--- config.mk ---
export PLATFORM = sky130hd
export DESIGN_NAME = cordic_demod16
export DESIGN_NICKNAME = d
export VERILOG_FILES = /design/src/rtl/cordic_pkg.sv /design/src/rtl/dc_block16.sv /design/src/rtl/cordic_demod16.sv
export SDC_FILE = /design/constraint.sdc
export NUM_CORES = 1
export LEC_CHECK = 0
export ABC_AREA = 1
export CAP_MARGIN = 20
export CORE_MARGIN = 5
export CORE_UTILIZATION = 60
export DETAILED_ROUTE_END_ITERATION = 10
export PLACE_DENSITY = 0.8
export SETUP_SLACK_MARGIN = 0.15
export SLEW_MARGIN = 20
export SYNTH_ARGS = -nofsm -noshare
export SYNTH_HDL_FRONTEND = slang
export SYNTH_SLANG_ARGS = --single-unit
--- constraint.sdc ---
create_clock -name clk -period 8.2 [get_ports clk]
set_clock_uncertainty 0.1 [all_clocks]
set_input_delay 0.82 -clock clk [delete_from_list [all_inputs] [get_ports clk]]
set_output_delay 0.82 -clock clk [all_outputs]
set_load 0.01 [all_outputs]
--- src/rtl/cordic_pkg.sv ---
// Shared CORDIC constants, mode encodings and the demodulator FSM state type.
package cordic_pkg;

  localparam int unsigned CORDIC_GAIN_COMP = 19898;
  localparam int unsigned PHASE_W          = 16;

  localparam logic MODE_VECTOR = 1'b0;
  localparam logic MODE_ROTATE = 1'b1;

  typedef enum logic [0:0] {
    StPrime,
    StRun
  } demod_st_e;

  // Removes the CORDIC gain (about 1.647) from a vectoring magnitude; negative input reads as 0.
  function automatic logic [15:0] gain_comp(input logic [15:0] x);
    logic [14:0] xp;
    logic [29:0] prod;
    xp   = x[15] ? 15'd0 : x[14:0];
    prod = 30'(xp) * 30'(CORDIC_GAIN_COMP);
    return prod[30-1:15] == 15'd0 ? 16'd0 : {1'b0, prod[29:15]};
  endfunction

endpackage

--- src/rtl/dc_block16.sv ---
// Leaky-integrator DC blocker: am = mag - (acc >>> DCSHIFT), saturated to 16 bits signed.
module dc_block16 #(
  parameter int unsigned DCSHIFT = 10
) (
  input  logic               clk,
  input  logic               rst,
  input  logic               en,
  input  logic               oe,
  input  logic [15:0]        mag,
  output logic signed [15:0] am,
  output logic               sat
);

  localparam int unsigned AW = 16 + DCSHIFT;

  logic signed [AW-1:0] acc_q, acc_d, avg;
  logic signed [AW:0]   diff;
  logic [AW-15:0]       top_bits;
  logic [15:0]          am_q, am_d;
  logic                 sat_q, sat_d;

  assign avg = acc_q >>> DCSHIFT;

  always_comb begin
    diff     = signed'({{(AW-15){1'b0}}, mag}) - signed'({avg[AW-1], avg});
    top_bits = diff[AW:15];
    am_d     = diff[15:0];
    sat_d    = 1'b0;
    if (!((top_bits == '0) || (top_bits == '1))) begin
      am_d  = diff[AW] ? 16'h8000 : 16'h7fff;
      sat_d = 1'b1;
    end
    // The accumulator integrates the unsaturated difference.
    acc_d = acc_q + signed'(diff[AW-1:0]);
  end

  always_ff @(posedge clk) begin
    if (rst) begin
      acc_q <= '0;
      am_q  <= '0;
      sat_q <= 1'b0;
    end else begin
      if (en) acc_q <= acc_d;
      if (oe) begin
        am_q  <= am_d;
        sat_q <= sat_d;
      end
    end
  end

  assign am  = am_q;
  assign sat = sat_q;

endmodule

--- src/rtl/cordic_demod16.sv ---
// AM/FM demodulator back end for a vectoring CORDIC; two-cycle pipeline.
// Optional fm squelch is enabled by defining CORDIC_DEMOD_SQUELCH_EN.
module cordic_demod16
  import cordic_pkg::*;
#(
  parameter int unsigned DCSHIFT    = 10,
  parameter int unsigned SQL_THRESH = 256
) (
  input  logic               clk,
  input  logic               rst,
  input  logic [15:0]        xi,
  input  logic [15:0]        zi,
  input  logic               rdy,
  input  logic               mi,
  output logic signed [15:0] am,
  output logic signed [15:0] fm,
  output logic               vld,
  output logic               sat
);

  demod_st_e state_q, state_d;

  logic               accept, oe0;
  logic [15:0]        mag0;
  logic [PHASE_W-1:0] fm0, fm0_sq;
  logic [PHASE_W-1:0] zprev_q;

  logic               s1_en_q, s1_oe_q;
  logic [15:0]        s1_mag_q;
  logic [PHASE_W-1:0] s1_fm_q;
  logic [PHASE_W-1:0] fm_q;
  logic               vld_q;

  assign accept = rdy && (mi == MODE_VECTOR);
  assign mag0   = gain_comp(xi);
  assign fm0    = zi - zprev_q;

`ifdef CORDIC_DEMOD_SQUELCH_EN
  assign fm0_sq = (mag0 < 16'(SQL_THRESH)) ? '0 : fm0;
`else
  logic unused_sql_thresh;
  assign unused_sql_thresh = ^SQL_THRESH;
  assign fm0_sq = fm0;
`endif

  always_comb begin
    state_d = state_q;
    oe0     = 1'b0;
    case (state_q)
      StPrime: if (accept) state_d = StRun;
      StRun:   oe0 = accept;
      default: state_d = StPrime;
    endcase
  end

  always_ff @(posedge clk) begin
    if (rst) begin
      state_q  <= StPrime;
      zprev_q  <= '0;
      s1_en_q  <= 1'b0;
      s1_oe_q  <= 1'b0;
      s1_mag_q <= '0;
      s1_fm_q  <= '0;
      fm_q     <= '0;
      vld_q    <= 1'b0;
    end else begin
      state_q <= state_d;
      s1_en_q <= accept;
      s1_oe_q <= oe0;
      vld_q   <= s1_oe_q;
      if (accept) begin
        zprev_q  <= zi;
        s1_mag_q <= mag0;
        s1_fm_q  <= fm0_sq;
      end
      if (s1_oe_q) fm_q <= s1_fm_q;
    end
  end

  // Primed samples still update the accumulator, they just never reach the outputs.
  dc_block16 #(
    .DCSHIFT(DCSHIFT)
  ) u_dc_block (
    .clk(clk),
    .rst(rst),
    .en (s1_en_q),
    .oe (s1_oe_q),
    .mag(s1_mag_q),
    .am (am),
    .sat(sat)
  );

  assign fm  = fm_q;
  assign vld = vld_q;

endmodule

## After elaboration in Yosys (flattened, before gate mapping)

Cells that the tools add are included.

| word-level totals | value |
|---|---|
| flip-flop bits (word level) | 111 |
| output and inout bits | 34 |
| logic and storage cells | 30 |

| cells by class | value |
|---|---|
| add/sub/neg operators | 3 |
| multipliers | 1 |
| equal/unequal tests | 1 |
| muxes and demuxes | 7 |
| bitwise logic cells | 2 |
| reductions and logical operators | 5 |

Operators by type and width:

| kind | number |
|---|---|
| two-way mux 16 bit | 2 |
| two-way mux 15 bit | 2 |
| multiplier 15 x 14 -> 29 bit, second input constant | 1 |
| adder 26 x 18 -> 26 bit | 1 |
| subtractor 17 x 16 -> 18 bit | 1 |
| subtractor 16 bit | 1 |
| zero test 15 bit | 1 |
| equality test 12 bit, second input constant | 1 |
| zero test 12 bit | 1 |
| two-way mux 1 bit | 3 |
| NOT 1 bit | 2 |
| OR reduction 2 bit | 1 |
| logical AND 1 bit | 1 |
| logical OR 1 bit | 1 |

## Logic depth before layout (Yosys ltp)

| logic depth | value |
|---|---|
| word-level depth | 4 |
| gate-level depth with buffers | 31 |

## Modules after synthesis

From an unflattened synthesis, not the netlist that was laid out.

| unflattened totals | value |
|---|---|
| cells, all modules | 1750 |
| area total of the unflattened synthesis | 12161.7 um^2 |

By module, submodules not included:

| module | times used | cells an instance | area an instance (um^2) | seq. area each (um^2) |
|---|---|---|---|---|
| cordic_demod16 | 1 | 1071 | 7981.4 | 1341.3 |
| dc_block16 | 1 | 679 | 4180.3 | 860.8 |

## Worst setup path before layout

No wires, ideal clock.

| timing | value |
|---|---|
| kind | input to register |
| start point | in xi[15] |
| end point | reg s1_mag_q[14] |
| data arrival time | 5.676 ns |
| required time | 7.991 ns |
| path slack | 2.315 ns |
| stages on the path | 26 |
| buffers on the path | 1 |
| cell sequence | buf_2 > nor2_1 > inv_1 > nor2_1 > nor2_1 > fa_1 > inv_1 > fa_1 > inv_1 > fa_1 > fa_1 > inv_1 > fa_1 > inv_1 > ha_1 > nand2_1 > inv_1 > a21oi_1 > nor2_1 > nor2_1 > nor2_1 > nor2_1 > a21o_1 > nand3_1 > nand2_1 > inv_1 |

| between the ends | value |
|---|---|
| cells in the longest elaborated chain, start to end | 4 |

Ends and longest elaborated chain:

| item | line | text |
|---|---|---|
| from (decl) | cordic_demod16.sv:11 | `input logic [15:0] xi,` |
| two-way mux 15 bit (*) | cordic_pkg.sv:19 | `xp = x[15] ? 15'd0 : x[14:0];` |
| multiplier 15 x 14 -> 29 bit (*) | cordic_pkg.sv:20 | `prod = 30'(xp) * 30'(CORDIC_GAIN_COMP);` |
| zero test 15 bit | cordic_pkg.sv:21 | `return prod[30-1:15] == 15'd0 ? 16'd0 : {1'b0, prod[29:15]};` |
| two-way mux 15 bit (*) | cordic_pkg.sv:21 |  |
| to (signal assigned) | cordic_demod16.sv:73 | `s1_mag_q <= mag0;` |
| to (decl) | cordic_demod16.sv:29 | `logic [15:0] s1_mag_q;` |

Every way passes the cells marked *; elsewhere a longest branch is shown, timed or not.
A chain may end at the register's enable or synchronous reset.

## Final worst setup path

Same ends and word-level chain as after synthesis.

==> flow_metrics.tcl <==
set metrics [dict create \
    outcome "finished clean" \
    timing.final.setup_violations 0 \
    number_of_clock_sinks 110 \
    port_buffers 69 \
    grt_util_all_layers_pct 29.6 \
    layout_setup_ws_ns 1.55 \
    wl_per_cell_microns 16.0 \
    worst_path_largest_cell_delay_ns 0.60 \
    antenna_cell_count 0 \
    crit_slowest_cell "sky130_fd_sc_hd__clkdlybuf4s50_1" \
    globalplace.congestion 0.962 \
    drt_iter0_markers 1002 \
    timing_worst_slew_pin_value_ns 0.930 \
    number_of_buffers_created_by_cts 9 \
    design.die.area_sq_mm 0.0227 \
    post_synth_inst_count 1728 \
    clock_path_buffers 2 \
    average_cell_area_after_synthesis_sq_um 6.87 \
    yosys_warnings 0 \
    placed_cells_incl_taps 2030 \
    dpl.hpwl_microns 27200 \
    setup_repair_after_global_routing_missed_its_margin "no" \
    power_density_over_cell_area_mw_per_mm2 312 \
    path_max_fanout 11 \
    boundaryPins 70 \
    drt-total-wl_microns 32800 \
    fin_crit_sh_pct 81.1 \
    worst_ep_required_time_ns 8.36 \
    first_global_vias 10600 \
    hold_buffers 0 \
    placement.setup.worst_slack_ns 1.18 \
    drcViolationCount 0 \
    fin_setup_tns_ns 0 \
    drive_gt1_share_pct 2.25 \
    route.detailed.vias_per_inst 5.45 \
    fillerInstances 1767 \
    clock-root-buffer "sky130_fd_sc_hd__clkbuf_16" \
    die_height_microns 151 \
    vias 11100 \
    timing.critical_path.from_type "input port" \
    globalRouteOverflowTotal 0 \
    grt_first_pass_wirelength_microns 53400 \
    post_route_utilization_pct 67.2 \
    number_of_slew_limit_violations_in_the_final_report 0 \
    hold-worst-slack_ns 0.343 \
    fin_cells 2046 \
    worstPathArrival_ns 6.80 \
    cts.repair.resized 0 \
    nNetsFinal 2047 \
    timing.fmax_mhz 150 \
    die_x_microns 151 \
    report.final.hold_viol_count 0 \
    cts_max_level 3 \
    cell_rows 51 \
    relative_slew_slack_pct 37.9 \
    cts_tree "yes" \
    core_region_area_sq_mm 0.0195 \
    ys_types 42 \
    detailedRoute.firstPassIterationCount 6 \
    post-cts-setup-buffer-count 0 \
    flow.area_growth_from_synthesis_pct 10.1 \
    power.static_leakage_nw 7.09 \
    maxCapViolCount 0 \
    synth-seq-area-share_pct 18.6 \
    ant_nets 0 \
    worstHoldPathType "reg2reg" \
    worstSkewPairLatency_ns 0.36 \
    floorplan.initialDensity_pct 61.0 \
    maximum_number_of_pins_on_one_net_before_global_route_repair 60 \
    final.min_clock_period_ns 6.65 \
    endpoint_kind "flop" \
    critical_path.top_delay_family "adder cells" \
    grt_antenna_before_repair 0 \
    ys_ff_latch 110 \
    power.ir.vdd_worst_mv 0.197 \
    timing.setup.critical_path_class "in2reg" \
    critical_path.n_buffers_inverters 8 \
    postSynthNetCount 1999 \
    worst_setup_hold_path_clk_slew_ns 0.08 \
    mappedNetlistArea_sq_mm 0.0119 \
]
-- sequential cells by signal (all words and copies together) (netlist names) --
| signal | cells |
|---|---|
| vld | 1 |
| u_dc_block.am | 16 |
| state_q | 1 |
| fm | 16 |
| u_dc_block.sat | 1 |
| s1_mag_q | 15 |
| s1_oe_q | 1 |
| s1_fm_q | 16 |
| s1_en_q | 1 |
| zprev_q | 16 |
| u_dc_block.acc_q | 26 |
-- layer usage --
metal,track usage (%),wire length [microns],vias up
li1,-,-,5623
met4,6.39,638,0
met2,45.7,14100,359
met1,43.8,15700,5113
met3,4.82,2430,52
met5,0,0,-
-- path summary, 6_finish.rpt --
kind              cells past startpoint         from  slack, ns                    to
setup / recovery                     26       xi[15]       1.55          s1_mag_q[14]
hold / removal                        2      state_q       0.34               s1_oe_q
setup reg to reg                     21  s1_mag_q[0]       4.41  u_dc_block.acc_q[23]
hold reg to reg                       2      state_q       0.34               s1_oe_q
-- cells in the mapped netlist, drive strengths merged --
cell type  count  area share, %
clkinv         2          0.063
o31ai          2           0.13
nor2         216            6.9
a21boi         5           0.32
inv          326             10
nor4           4           0.21
dfxtp        110             19
or2            4           0.21
a211oi         1          0.063
ha           163             17
nand4         24            1.3
o22ai          3           0.16
nand3        104            4.6
a21oi        136            5.8
nand2b         1          0.053
xor2          33            2.4
o21bai        12           0.76
a31o           1          0.074
o21ai        104            4.4
a31oi          2           0.11
o211ai         6           0.38
nor3          12           0.55
and2           1          0.053
nand3b         7           0.44
nand2        319             10
xnor2          7           0.52
fa            72             12
a21o          10           0.63
clkbuf        31           0.98
o21a           4           0.25
buf            6           0.34
-- stage by stage --
| step | power (mW) | instance area, sq um |
|---|---|---|
| 2_1_floorplan | 2.82 | 11900 |
| 3_3_place_gp | 3.52 | 12800 |
| 3_5_place_dp | 3.57 | 12800 |
| 4_1_cts | 4.02 | 13100 |
| 5_1_grt | 4.49 | 13100 |
| 6_report | 4.07 | 13100 |
-- worst reg2reg max path: stages (launching register included) --
cell	delay (ns)
sky130_fd_sc_hd__dfxtp_1	0.37
sky130_fd_sc_hd__inv_1	0.07
sky130_fd_sc_hd__ha_1	0.19
sky130_fd_sc_hd__inv_1	0.09
sky130_fd_sc_hd__fa_1	0.22
sky130_fd_sc_hd__nand3_1	0.08
sky130_fd_sc_hd__nand2_1	0.14
sky130_fd_sc_hd__nand2_1	0.06
sky130_fd_sc_hd__nand2_1	0.21
sky130_fd_sc_hd__a21oi_1	0.13
sky130_fd_sc_hd__xnor2_1	0.41
sky130_fd_sc_hd__ha_1	0.37
sky130_fd_sc_hd__a21oi_1	0.26
sky130_fd_sc_hd__o21ai_0	0.14
sky130_fd_sc_hd__a21oi_1	0.22
sky130_fd_sc_hd__nand2_1	0.14
sky130_fd_sc_hd__nand2_1	0.10
sky130_fd_sc_hd__nand2_1	0.07
sky130_fd_sc_hd__nand2_1	0.06
sky130_fd_sc_hd__nand2_1	0.04
sky130_fd_sc_hd__o21ai_0	0.16
sky130_fd_sc_hd__inv_1	0.05
-- power by group --
part / total [mW] / internal, mW / switching (mW)
clock: 0.436 / 0.216 / 0.220
sequential: 0.620 / 0.579 / 0.0410
combinational: 3.02 / 1.01 / 2.01
total: 4.07 / 1.81 / 2.27
-- final cells by class --
class,count,area [sq um],area share (%)
clock buffers,10,229,1.75
repair buffers,74,723,5.53
flip-flops and latches,110,2200,16.8
multi-input cells,1253,8290,63.4
clock inverters,6,68.8,0.526
well taps,265,332,2.54
inverters,328,1230,9.42
-- cell families (layout without fill, tap and decap cells) --
group / after synthesis / in the layout / synth area share [%]
compound gates: 286 / 286 / 13.1
xor+xnor: 40 / 40 / 2.95
simple gates: 692 / 692 / 24.4
fa+ha+maj: 235 / 235 / 29.3
buf+inv: 365 / 418 / 11.7
flops: 110 / 110 / 18.6
-- layout by cell type (no fill, tap or decap), types with 11 or more instances in the layout --
| cell | n |
|---|---|
| sky130_fd_sc_hd__nand4_1 | 24 |
| sky130_fd_sc_hd__nand3_1 | 101 |
| sky130_fd_sc_hd__ha_1 | 163 |
| sky130_fd_sc_hd__dfxtp_1 | 110 |
| sky130_fd_sc_hd__nor2_1 | 214 |
| sky130_fd_sc_hd__nor3_1 | 11 |
| sky130_fd_sc_hd__clkdlybuf4s50_1 | 68 |
| sky130_fd_sc_hd__a21oi_1 | 133 |
| sky130_fd_sc_hd__inv_1 | 323 |
| sky130_fd_sc_hd__nand2_1 | 317 |
| sky130_fd_sc_hd__xor2_1 | 33 |
| sky130_fd_sc_hd__o21ai_0 | 103 |
| sky130_fd_sc_hd__fa_1 | 72 |
| sky130_fd_sc_hd__o21bai_1 | 12 |
Power figures use the tool's default switching activity.
